[config.mk]
export PLATFORM = sky130hd
export DESIGN_NAME = dot_product_accumulator_9bits_flat
export DESIGN_NICKNAME = d
export VERILOG_FILES = /design/src/rtl/dot_product_accumulator_9bits_pkg.sv /design/src/rtl/dot_product_accumulator_9bits_if.sv /design/src/rtl/dot_product_accumulator_9bits_sat_counter.sv /design/src/rtl/dot_product_accumulator_9bits.sv /design/src/flat_wrapper.sv
export SDC_FILE = /design/constraint.sdc
export NUM_CORES = 1
export LEC_CHECK = 0
export CAP_MARGIN = 20
export CORE_MARGIN = 3
export CORE_UTILIZATION = 30
export CTS_CLUSTER_DIAMETER = 120
export DETAILED_ROUTE_END_ITERATION = 12
export PLACE_DENSITY_LB_ADDON = 0.2
export SLEW_MARGIN = 20
export SYNTH_ARGS = -nofsm -noshare
export SYNTH_HDL_FRONTEND = slang
export SYNTH_HIERARCHICAL = 1
export SYNTH_SLANG_ARGS = --single-unit
[constraint.sdc]
create_clock -name clk -period 5.4 [get_ports clk]
set_input_delay 0.54 -clock clk [delete_from_list [all_inputs] [get_ports clk]]
set_output_delay 0.54 -clock clk [all_outputs]
set_load 0.1 [all_outputs]
[src/rtl/dot_product_accumulator_9bits_pkg.sv]
// Shared types and helpers for the PIRDSP product accumulator.
// Holds the FSM state type, product width and product extension.
package pirdsp_acc_pkg;

    localparam int PRODUCT_WIDTH = 18;

    typedef enum logic [1:0] {
        IDLE,
        ACCUM,
        HOLD
    } state_t;

    // Returns the product extended to w bits (w <= 64), upper bits cleared.
    function automatic logic [63:0] extend(
        input logic [PRODUCT_WIDTH-1:0] p,
        input logic                     s,
        input int unsigned              w
    );
        logic [63:0] r;
        r = {{(64-PRODUCT_WIDTH){s & p[PRODUCT_WIDTH-1]}}, p};
        if (w < 64)
            r = r & ((64'd1 << w) - 64'd1);
        return r;
    endfunction

endpackage

[src/rtl/dot_product_accumulator_9bits_if.sv]
// Product-in / result-out handshake bundle for the accumulator.
// master drives beats and takes results; slave is the accumulator.
interface dot_product_accumulator_9bits_if
    import pirdsp_acc_pkg::*;
#(
    parameter int ACC_WIDTH = 36,
    parameter int CNT_WIDTH = 8
);
    logic                     in_valid;
    logic                     in_ready;
    logic [PRODUCT_WIDTH-1:0] in_product;
    logic                     in_signed;
    logic                     in_last;
    logic                     out_valid;
    logic                     out_ready;
    logic [ACC_WIDTH-1:0]     out_acc;
    logic                     out_overflow;
    logic [CNT_WIDTH-1:0]     out_count;

    modport master (
        output in_valid, in_product, in_signed, in_last, out_ready,
        input  in_ready, out_valid, out_acc, out_overflow, out_count
    );

    modport slave (
        input  in_valid, in_product, in_signed, in_last, out_ready,
        output in_ready, out_valid, out_acc, out_overflow, out_count
    );
endinterface

[src/rtl/dot_product_accumulator_9bits_sat_counter.sv]
// Saturating beat counter: load-to-1 on a vector's first beat,
// increment on later beats, stick at all-ones.
module sat_counter #(
    parameter int CNT_WIDTH = 8
) (
    input  logic                 clk,
    input  logic                 reset,
    input  logic                 load,
    input  logic                 inc,
    output logic [CNT_WIDTH-1:0] count_nxt
);
    logic [CNT_WIDTH-1:0] count;

    always_comb begin
        count_nxt = count;
        if (load)
            count_nxt = CNT_WIDTH'(1);
        else if (inc && count != '1)
            count_nxt = count + CNT_WIDTH'(1);
    end

    always_ff @(posedge clk) begin
        if (reset)
            count <= '0;
        else
            count <= count_nxt;
    end
endmodule

[src/rtl/dot_product_accumulator_9bits.sv]
// Dot-product accumulator fed by the 9x9 PIRDSP multiplier.
// Sums one 18-bit product per beat; presents sum/overflow/count per vector.
import pirdsp_acc_pkg::*;

module dot_product_accumulator_9bits #(
    parameter int ACC_WIDTH = 36,
    parameter int CNT_WIDTH = 8
) (
    input logic clk,
    input logic reset,
    dot_product_accumulator_9bits_if.slave bus
);
    state_t               state, state_nxt;
    logic [ACC_WIDTH-1:0] acc, ext, base;
    logic [ACC_WIDTH:0]   sum;
    logic                 mode, mode_q;
    logic                 ovf_q, ovf_nxt, ovf_beat;
    logic                 first, beat, taken, done;
    logic [CNT_WIDTH-1:0] cnt_nxt;
    logic [ACC_WIDTH-1:0] res_acc;
    logic                 res_ovf;
    logic [CNT_WIDTH-1:0] res_cnt;

    assign bus.in_ready  = (state != HOLD) | bus.out_ready;
    assign bus.out_valid = (state == HOLD);
    assign bus.out_acc      = res_acc;
    assign bus.out_overflow = res_ovf;
    assign bus.out_count    = res_cnt;

    assign beat  = bus.in_valid & bus.in_ready;
    assign taken = (state == HOLD) & bus.out_ready;
    assign done  = beat & bus.in_last;

    // Any beat accepted outside ACCUM opens a new vector.
    assign first = (state != ACCUM);
    assign mode  = first ? bus.in_signed : mode_q;
    assign ext   = ACC_WIDTH'(extend(bus.in_product, mode, ACC_WIDTH));
    assign base  = first ? '0 : acc;

    // One extra bit: sign-extended in signed mode, carry in unsigned mode.
    assign sum = {mode & base[ACC_WIDTH-1], base}
               + {mode & ext[ACC_WIDTH-1], ext};

    assign ovf_beat = mode ? (sum[ACC_WIDTH] ^ sum[ACC_WIDTH-1])
                           : sum[ACC_WIDTH];
    assign ovf_nxt  = (~first & ovf_q) | ovf_beat;

    sat_counter #(
        .CNT_WIDTH(CNT_WIDTH)
    ) u_cnt (
        .clk      (clk),
        .reset    (reset),
        .load     (beat & first),
        .inc      (beat & ~first),
        .count_nxt(cnt_nxt)
    );

    always_comb begin
        state_nxt = state;
        unique case (state)
            IDLE, ACCUM:
                if (beat)
                    state_nxt = bus.in_last ? HOLD : ACCUM;
            HOLD:
                if (taken)
                    state_nxt = !beat       ? IDLE :
                                bus.in_last ? HOLD : ACCUM;
            default: state_nxt = IDLE;
        endcase
    end

    always_ff @(posedge clk) begin
        if (reset) begin
            state   <= IDLE;
            acc     <= '0;
            mode_q  <= 1'b0;
            ovf_q   <= 1'b0;
            res_acc <= '0;
            res_ovf <= 1'b0;
            res_cnt <= '0;
        end else begin
            state <= state_nxt;
            if (beat) begin
                acc    <= sum[ACC_WIDTH-1:0];
                mode_q <= mode;
                ovf_q  <= ovf_nxt;
            end
            if (done) begin
                res_acc <= sum[ACC_WIDTH-1:0];
                res_ovf <= ovf_nxt;
                res_cnt <= cnt_nxt;
            end
        end
    end
endmodule

[src/flat_wrapper.sv]
// flat-port wrapper written by rule: the top's interface ports become plain ports
module dot_product_accumulator_9bits_flat 
#(
    parameter int ACC_WIDTH = 36,
    parameter int CNT_WIDTH = 8
)
  (clk, reset, bus_in_valid, bus_in_product, bus_in_signed, bus_in_last, bus_out_ready, bus_in_ready, bus_out_valid, bus_out_acc, bus_out_overflow, bus_out_count);
  dot_product_accumulator_9bits_if #(.ACC_WIDTH(ACC_WIDTH), .CNT_WIDTH(CNT_WIDTH)) bus_i ();
  input logic clk;
  input logic reset;
  input wire logic [$bits(bus_i.in_valid)-1:0] bus_in_valid;
  input wire logic [$bits(bus_i.in_product)-1:0] bus_in_product;
  input wire logic [$bits(bus_i.in_signed)-1:0] bus_in_signed;
  input wire logic [$bits(bus_i.in_last)-1:0] bus_in_last;
  input wire logic [$bits(bus_i.out_ready)-1:0] bus_out_ready;
  output wire logic [$bits(bus_i.in_ready)-1:0] bus_in_ready;
  output wire logic [$bits(bus_i.out_valid)-1:0] bus_out_valid;
  output wire logic [$bits(bus_i.out_acc)-1:0] bus_out_acc;
  output wire logic [$bits(bus_i.out_overflow)-1:0] bus_out_overflow;
  output wire logic [$bits(bus_i.out_count)-1:0] bus_out_count;
  assign bus_i.in_valid = bus_in_valid;
  assign bus_i.in_product = bus_in_product;
  assign bus_i.in_signed = bus_in_signed;
  assign bus_i.in_last = bus_in_last;
  assign bus_i.out_ready = bus_out_ready;
  assign bus_in_ready = bus_i.in_ready;
  assign bus_out_valid = bus_i.out_valid;
  assign bus_out_acc = bus_i.out_acc;
  assign bus_out_overflow = bus_i.out_overflow;
  assign bus_out_count = bus_i.out_count;
  dot_product_accumulator_9bits #(.ACC_WIDTH(ACC_WIDTH), .CNT_WIDTH(CNT_WIDTH)) u_core (.clk(clk), .reset(reset), .bus(bus_i));
endmodule
# Yosys cells after proc, flatten, opt, wreduce, memory -nomap -nowiden
# Cells that the tools add are included.
[word_totals]
regBits = 93
latchBits = 0
ramBits = 0
mem_bits_ro = 0
inputBits = 24
output_inout_bits = 47
wordCells = 44
mem_count = 0
[classes]
addsub = 2
mul = 0
div = 0
n_lt_le_gt_ge = 0
n_eq_ne = 7
n_shift = 0
muxes = 10
bitwise = 13
reduce_logical = 4
[ops]
columns = ["cell", "n"]
rows = [
  ["adder 37 bit", 1],
  ["2-to-1 mux 36 bit", 1],
  ["2-to-1 mux 8 bit", 2],
  ["bitwise AND 1 bit", 9],
  ["adder 8 x 1 -> 8 bit, second input constant", 1],
  ["2-to-1 mux 2 bit", 4],
  ["inequality test 8 bit, second input constant", 1],
  ["inequality test 2 x 1 -> 1 bit, second input constant", 3],
  ["one-hot mux 2 bit (2 select lines)", 1],
  ["== test 2 x 1 -> 1 bit, second input constant", 1],
  ["== test 2 bit, second input constant", 1],
  ["zero test 2 bit", 1],
  ["2-to-1 mux 1 bit", 2],
  ["inequality test 2 bit, second input constant", 1],
  ["bitwise OR 1 bit", 2],
  ["AND reduction 2 bit", 1],
  ["OR reduction 2 bit", 1],
  ["logical AND 1 bit", 1],
  ["NOT 1 bit", 1],
  ["XOR 1 bit", 1],
]

# Longest topological paths before layout
# Gate-level depths: netlist of the first run.
[logic_depth]
ltp_word = 8
ltp_mapped = 19
depth_no_buf = 13

# By module
# The synthesis of the first run kept the hierarchy.
[modules_own_cells]
columns = ["module", "instances", "cells_per_inst", "area_each_um2", "seq_area_each_um2"]
rows = [
  ["dot_product_accumulator_9bits", 1, 756, 5567.8, 1701.6],
  ["sat_counter", 1, 69, 574.3, 160.2],
]

# Worst setup path after synthesis of the first run
# No wires, ideal clock.
[synth_path]
kind = "reg2reg"
start = "reg u_core.state[0]"
end = "reg u_core.res_acc[28], in the netlist u_core/bus.out_acc[28]"
setup_time_ns = 0.106
t_arrival_ns = 3.940
required_time_ns = 5.294
path_slack_ns = 1.354
stages_incl_launch_ff = 18
path_buffers = 6
synth_period_minus_slack_ns = 4.046
cell_sequence = "dfxtp_1 > buf_2 > nor2b_1 > buf_2 > buf_2 > buf_1 > clkbuf_1 > clkbuf_1 > and2_1 > ha_1 > a21o_1 > a221oi_2 > or3_4 > nand3_1 > a41oi_2 > o221ai_2 > a31o_2 > o311ai_0"
[synth_between]
elab_chain_len = 4
elab_cells_between_ends = 9
cone_classes = "1 x add/sub; 2 x eq/ne; 2 x mux; 4 x bitwise"
[synth_lines]
columns = ["element", "line", "source"]
rows = [
  ["from (decl)", "dot_product_accumulator_9bits.sv:13", "state_t state, state_nxt;"],
  ["from (signal assigned)", "dot_product_accumulator_9bits.sv:82", "state <= state_nxt;"],
  ["inequality test 2 x 1 -> 1 bit or inequality test 2 bit (tied branches)", "dot_product_accumulator_9bits.sv:35, dot_product_accumulator_9bits.sv:24", ""],
  ["2-to-1 mux 1 bit or bitwise OR 1 bit (tied branches)", "dot_product_accumulator_9bits.sv:36, dot_product_accumulator_9bits.sv:24", ""],
  ["bitwise AND 1 bit, on equally long branches", "dot_product_accumulator_9bits_pkg.sv:20, dot_product_accumulator_9bits.sv:30", ""],
  ["adder 37 bit or bitwise AND 1 bit (tied branches)", "dot_product_accumulator_9bits.sv:42, dot_product_accumulator_9bits.sv:32", ""],
  ["to (signal assigned)", "dot_product_accumulator_9bits.sv:89", "res_acc <= sum[ACC_WIDTH-1:0];"],
  ["to (decl)", "dot_product_accumulator_9bits.sv:20", "logic [ACC_WIDTH-1:0] res_acc;"],
]
# Several ways; a longest one is shown, not always the timed one.
# A chain may end at the register's enable or synchronous reset.

# Final worst setup path of the first run
[layout_path]
start = "reg u_core.state[0]"
end = "reg u_core.res_ovf, in the netlist u_core/bus.out_overflow"
[layout_between]
elab_chain_len = 8
elab_cells_between_ends = 16
cone_classes = "1 x add/sub; 2 x eq/ne; 3 x mux; 10 x bitwise"
[layout_lines]
columns = ["element", "line", "source"]
rows = [
  ["inequality test 2 x 1 -> 1 bit", "dot_product_accumulator_9bits.sv:35", "assign first = (state != ACCUM);"],
  ["2-to-1 mux 1 bit", "dot_product_accumulator_9bits.sv:36", "assign mode = first ? bus.in_signed : mode_q;"],
  ["bitwise AND 1 bit", "dot_product_accumulator_9bits_pkg.sv:20", "r = {{(64-PRODUCT_WIDTH){s & p[PRODUCT_WIDTH-1]}}, p};"],
  ["bitwise AND 1 bit", "dot_product_accumulator_9bits.sv:42", "+ {mode & ext[ACC_WIDTH-1], ext};"],
  ["adder 37 bit", "dot_product_accumulator_9bits.sv:42", ""],
  ["XOR 1 bit", "dot_product_accumulator_9bits.sv:44", "assign ovf_beat = mode ? (sum[ACC_WIDTH] ^ sum[ACC_WIDTH-1])"],
  ["2-to-1 mux 1 bit", "dot_product_accumulator_9bits.sv:44", ""],
  ["bitwise OR 1 bit", "dot_product_accumulator_9bits.sv:46", "assign ovf_nxt = (~first & ovf_q) | ovf_beat;"],
  ["to (signal assigned)", "dot_product_accumulator_9bits.sv:90", "res_ovf <= ovf_nxt;"],
  ["to (decl)", "dot_product_accumulator_9bits.sv:21", "logic res_ovf;"],
]
# Several ways; a longest one is shown, not always the timed one.

==> flow_metrics.py, run 1 <==
metrics = {
    "finish": {
        "register_area_um2": 1860,
        "nFillCells": 2149,
        "drive_gt1_share_pct": 6.18,
        "multi_input_area_um2": 4000,
        "final_cell_mix": "nand2_1, a21oi_1, dfxtp_1, clkdlybuf4s50_1, nor2_1",
        "diodes": 0,
        "final_nets": 904,
        "area_delta_synth_final_pct": 19.3,
        "layout_commonest_cell": "nand2_1",
        "fin_cells": 1123,
    },
    "clock_network": {
        "cts-root-buf": "clkbuf_16",
        "cts.repair.resized": 0,
        "tritoncts": "done",
        "cts_setup_buffers": 0,
        "cts.clk_slew.worst_paths_ns": 0.07,
        "postCtsHoldBufs": 0,
        "numCtsBuffers": 9,
        "htree_num_levels": 3,
        "clockBufferDepth": 2,
        "clock_sinks": 93,
        "insertion_delay_ns": 0.36,
    },
    "die": {
        "io_pins": 71,
        "core_region_area_um2": 19800,
        "die-width_um": 149,
        "die-area_um2": 22200,
        "rows": 51,
        "die_h_um": 149,
        "initial_core_util_pct": 31.0,
    },
    "worst_setup_path": {
        "critical_path_required_ns": 5.62,
        "worstPathCellList": "nand2b_1 -> a31oi_4 -> inv_4 -> ha_1 -> nand2_1 -> o21ai_0 -> o2111ai_1 -> nor3_1 -> a21oi_2 -> a21oi_1 -> xor2_1 -> a211oi_1",
        "path_delay_family": "compound AO/OA/AOI/OAI gates",
        "critPathLaunchType": "flip-flop",
        "cp.arrival_ns": 4.50,
        "crit_type": "flip-flop to flip-flop",
        "cp_max_fo": 23,
        "slowest_stage": "a31oi_4",
        "worst-path-buf-inv": 1,
        "cpPeakStageDelay_ns": 0.67,
        "worstSetupEndpointType": "flip-flop",
    },
    "timing": {
        "setup_viol": 0,
        "fmaxAchievable_mhz": 234,
        "drv_slew": 0,
        "setup_slack_ns": 1.12,
        "relSlewSlack_pct": 32.4,
        "whs_ns": 0.451,
        "period_share_pct": 79.3,
        "hold_viol": 0,
        "tns_ns": 0,
        "rsz0062_at_grt": "no",
        "clock-skew-final_ns": 0.00995,
        "finalCriticalPeriod_ns": 4.28,
        "tightestPinTransition_ns": 1.01,
    },
    "place": {
        "place_inst": 1106,
        "dp_hpwl_um": 12400,
        "dpl_worst_slack_ns": 0.922,
        "gp_congestion": 0.900,
        "port-buffer-count": 70,
    },
    "global_routing": {
        "grt_overflow": 0,
        "antenna_found_initial": 0,
        "grt_max_degree": 104,
        "grtUsageTotal_pct": 16.3,
        "grt_pass1_wl_um": 29100,
        "grt_pass1_vias": 5449,
    },
    "logic_synthesis": {
        "ys_async_sr_fraction_pct": 0,
        "netlist_instances": 825,
        "synth-seq-cells": 93,
        "synthTopCellsByArea": "dfxtp_1, nand2_1, a21oi_1",
        "synth.distinct_cells": 75,
        "synth.net_count": 876,
        "synth_top_cell_by_area": "dfxtp_1",
        "synthesis.area_um2": 6140,
        "syn_area_per_cell_um2": 7.45,
        "synth_top_area_share_pct": 30.3,
        "yosysWarnings": 6,
        "synth_edf_count": 0,
        "ys_seq_area_share_pct": 30.3,
        "synthFlopType": "dfxtp_1",
    },
    "pwr": {
        "switching_power_uw": 659,
        "power_frac_comb_pct": 23.4,
        "pwr-share-seq_pct": 38.9,
        "p_int_uw": 1280,
        "sw_frac_of_total_pct": 33.9,
        "power_uw": 1940,
        "vdd_drop_max_mv": 0.171,
        "p_leak_uw": 0.00273,
        "powerDensity_nw_per_um2": 265,
        "clkPwrFrac_pct": 37.7,
    },
    "detailed_routing": {
        "wire_per_inst_um": 16.0,
        "route.detailed.drc": 0,
        "via_per_inst": 5.23,
        "drt-initial-drc-count": 396,
        "drtPass1Iterations": 4,
        "vias": 5876,
        "ant_nets": 0,
        "wl_um": 18000,
    },
    "run_status": {
        "outcome": "completed",
    },
    "run": {
        "maxCapViolCount": 0,
    },
    "min_path": {
        "hold_path_class": "flip-flop to flip-flop",
    },
}
==> stage by stage <==
step	cell area, um2	util [%]
detailed placement	6970	35.2
floorplan	6140	-
global route	7330	37.0
global placement	6970	35.2
CTS	7310	36.9
finish	7330	37.0
==> power groups by stage <==
stage	clock, uW	sequential (uW)	combinational, uW
after global routing	775	760	494
after CTS	759	755	454
final	733	755	454
after global placement	0	771	454
after detailed placement	0	771	452
after floorplan	0	866	237
==> path summary, 6_finish.rpt <==
kind	slack, ns	from	cells after the start	endpoint
setup reg to reg	1.12	u_core/state[0]	12	u_core/bus.out_overflow
setup / recovery	1.12	u_core/state[0]	12	u_core/bus.out_overflow
hold / removal	0.45	u_core/acc[10]	2	u_core/acc[10]
hold reg to reg	0.45	u_core/acc[10]	2	u_core/acc[10]
==> synth_stat cells, types with 11 or more instances <==
cell	instances
dfxtp_1	93
nand4_1	11
nand3_1	20
xor2_1	12
nand2_1	162
ha_1	26
clkbuf_1	42
a31oi_1	15
o21ai_0	27
nor2_1	65
xnor2_1	26
a211oi_1	17
and2_1	31
a21oi_1	94
nor3_1	13
==> routing by layer <==
metal | wire length (um) | track usage (%)
met4 | 231 | 4.44
met3 | 783 | 2.67
met1 | 9180 | 23.6
met2 | 7770 | 25.0
met5 | 0 | 0
==> logic make-up after synthesis <==
kind of cell | count (synthesis) | synth area share, %
xor+xnor | 38 | 5.42
mux | 7 | 1.30
flops | 93 | 30.3
compound gates | 221 | 23.7
buf+inv | 69 | 4.77
fa+ha+maj | 29 | 5.97
simple gates | 368 | 28.6
==> final cells by class <==
class                           instances  share of cell area, %
Multi-Input combinational cell        663                   54.6
Inverter                                8                  0.444
Tap cell                              265                   4.53
Clock inverter                          6                   1.28
Timing Repair Buffer                   78                   10.5
Clock buffer                           10                   3.26
Sequential cell                        93                   25.4
==> flip-flops by register name, indices dropped and copies added, names as in the netlist <==
name / cells
u_core/acc: 36
u_core/bus.out_acc: 36
u_core/bus.out_count: 8
u_core/bus.out_overflow: 1
u_core/mode_q: 1
u_core/ovf_q: 1
u_core/state: 2
u_core/u_cnt/count: 8
==> worst min-delay path: stages, from the launching register on <==
cell	delay [ns]
dfxtp_1	0.31
nand2_1	0.05
a21oi_1	0.05
No activity file was read; power rests on OpenSTA's default activity.
==> run 2: changes to the inputs <==
clock period = 4.2 ns   (was 5.4 ns; I/O delays follow)
==> run 2 against run 1 <==
Clock power up 7.6%. Hold slack improved by 0.0014 ns. Maximum frequency grew 20%. Non-clock buffer count up 8. Sequential power is 28% higher. First-iteration DRC count decreased by 1.8%. Clock-buffer cell count did not move. Sequential share of layout area barely moved. Via count is 0.34% higher. Critical path type unchanged. Worst setup slack worse by 0.50 ns. Clock skew decreased by 0.0027 ns.
==> flow_metrics.py, run 2 (synthesis results as in run 1) <==
metrics = {
    "worst_setup_path": {
        "cp.arrival_ns": 3.81,
        "cp-startpoint": "u_core/state[0]",
        "path_delay_family": "compound AO/OA/AOI/OAI gates",
        "cp.depth": 13,
        "critPathLaunchType": "flip-flop",
        "cp_max_fo": 17,
        "critical_path_required_ns": 4.43,
        "crit_type": "flip-flop to flip-flop",
        "regToRegStartpoint": "u_core/state[0]",
        "worstPathCellList": "nor2b_4 -> buf_4 -> and2_1 -> ha_1 -> a21o_1 -> a21o_1 -> a211oi_1 -> nand3_1 -> a31oi_1 -> nor4b_2 -> or2_2 -> a21oi_1 -> o31ai_1",
        "worstSetupEndpointType": "flip-flop",
        "worst-path-buf-inv": 1,
        "slowest_stage": "a31oi_1",
        "path_common_cell": "a21o_1",
        "r2r.worst_path.cells": 13,
        "cpPeakStageDelay_ns": 0.37,
    },
    "clock_network": {
        "clockBufferDepth": 2,
        "cts-root-buf": "clkbuf_16",
        "postCtsHoldBufs": 0,
        "cts.clk_slew.worst_paths_ns": 0.07,
        "cts.repair.resized": 0,
        "cts_setup_buffers": 0,
        "htree_num_levels": 3,
        "numCtsBuffers": 9,
        "clock_sinks": 93,
        "tritoncts": "done",
        "insertion_delay_ns": 0.35,
    },
    "min_path": {
        "hold_path_class": "flip-flop to flip-flop",
        "hp-start": "u_core/acc[16]",
        "min_delay_path_depth": 2,
    },
    "timing": {
        "period_share_pct": 85.1,
        "rsz0062_at_grt": "no",
        "hold_viol": 0,
        "clock-skew-final_ns": 0.00726,
        "fmaxAchievable_mhz": 280,
        "tns_ns": 0,
        "setup_viol": 0,
        "relSlewSlack_pct": 31.8,
        "tightestPinTransition_ns": 1.02,
        "drv_slew": 0,
        "finalCriticalPeriod_ns": 3.58,
    },
    "finish": {
        "layout_commonest_cell": "nand2_1",
        "nFillCells": 2139,
        "final_cell_mix": "nand2_1, a21oi_1, dfxtp_1, clkdlybuf4s50_1, nor2_1",
        "area_delta_synth_final_pct": 19.1,
        "fin_cells": 1131,
        "final_nets": 912,
        "fin_util_pct": 37.0,
        "drive_gt1_share_pct": 6.93,
        "diodes": 0,
    },
    "detailed_routing": {
        "vias": 5896,
        "drt-initial-drc-count": 389,
        "wl_um": 18000,
        "ant_nets": 0,
        "wire_per_inst_um": 15.9,
        "via_per_inst": 5.21,
        "route.detailed.drc": 0,
        "drtPass1Iterations": 5,
    },
    "global_routing": {
        "grtUsageTotal_pct": 16.3,
        "grt_max_degree": 72,
        "grt_pass1_vias": 5469,
        "grt_overflow": 0,
        "antenna_found_initial": 0,
        "grt_pass1_wl_um": 29400,
    },
    "die": {
        "core_region_area_um2": 19800,
        "io_pins": 71,
        "initial_core_util_pct": 31.0,
        "rows": 51,
        "die_h_um": 149,
        "die-area_um2": 22200,
        "die-width_um": 149,
    },
    "pwr": {
        "sw_frac_of_total_pct": 35.4,
        "power_frac_comb_pct": 25.2,
        "p_int_uw": 1520,
        "clkPwrFrac_pct": 33.6,
        "pwr-share-seq_pct": 41.2,
        "switching_power_uw": 832,
        "vdd_drop_max_mv": 0.182,
        "p_leak_uw": 0.00273,
        "powerDensity_nw_per_um2": 321,
    },
    "place": {
        "port-buffer-count": 70,
        "place_inst": 1115,
        "dp_hpwl_um": 12800,
        "gp_congestion": 0.869,
    },
    "run_status": {
        "outcome": "completed",
    },
    "run": {
        "maxCapViolCount": 0,
    },
}
## run 2: layout make-up
| type | count | area, um2 | area share, % |
|---|---|---|---|
| multi-input cells | 663 | 4000 | 54.6 |
| flip-flops and latches | 93 | 1860 | 25.4 |
| repair buffers | 86 | 818 | 11.2 |
| well taps | 265 | 332 | 4.53 |
| clock buffers | 10 | 229 | 3.13 |
| clock inverters | 6 | 46.3 | 0.633 |
| inverters | 8 | 32.5 | 0.445 |
## run 2: stage by stage
step                      instance area, um2  hold WS (ns)  worst slack [ns]  power, uW
after floorplan                         6140         0.432             0.154       1420
after detailed placement                7040         0.445             0.554       1580
after CTS                               7320         0.455             0.598       2390
after global routing                    7320         0.473             0.310       2470
after global placement                  7040         0.439             0.540       1580
final                                   7320         0.452             0.624       2350
## run 2: power by group through the flow
stage	Sequential (uW)	Combinational [uW]	Clock [uW]
global route	976	645	850
global placement	988	595	0
floorplan	1110	304	0
CTS	968	596	821
detailed placement	988	594	0
finish	968	593	789
## run 2: worst paths after layout
| path | to | slack, ns |
|---|---|---|
| max reg2reg | u_core/acc[33] | 0.62 |
| min reg2reg | u_core/acc[16] | 0.45 |
| max | u_core/acc[33] | 0.62 |
| min | u_core/acc[16] | 0.45 |
## run 2: per-layer routing
metal / share of wire [%] / track usage, % / up-vias
met5: 0 / 0 / -
met4: 1.4 / 4.39 / 0
met3: 4.0 / 2.67 / 21
met2: 43 / 24.4 / 131
met1: 51 / 24.3 / 2758
li1: - / - / 2986
## run 2: worst min-delay path, cell delays in order, from the launching register on
cell,delay [ns]
dfxtp_1,0.31
nand2_1,0.05
a21oi_1,0.05
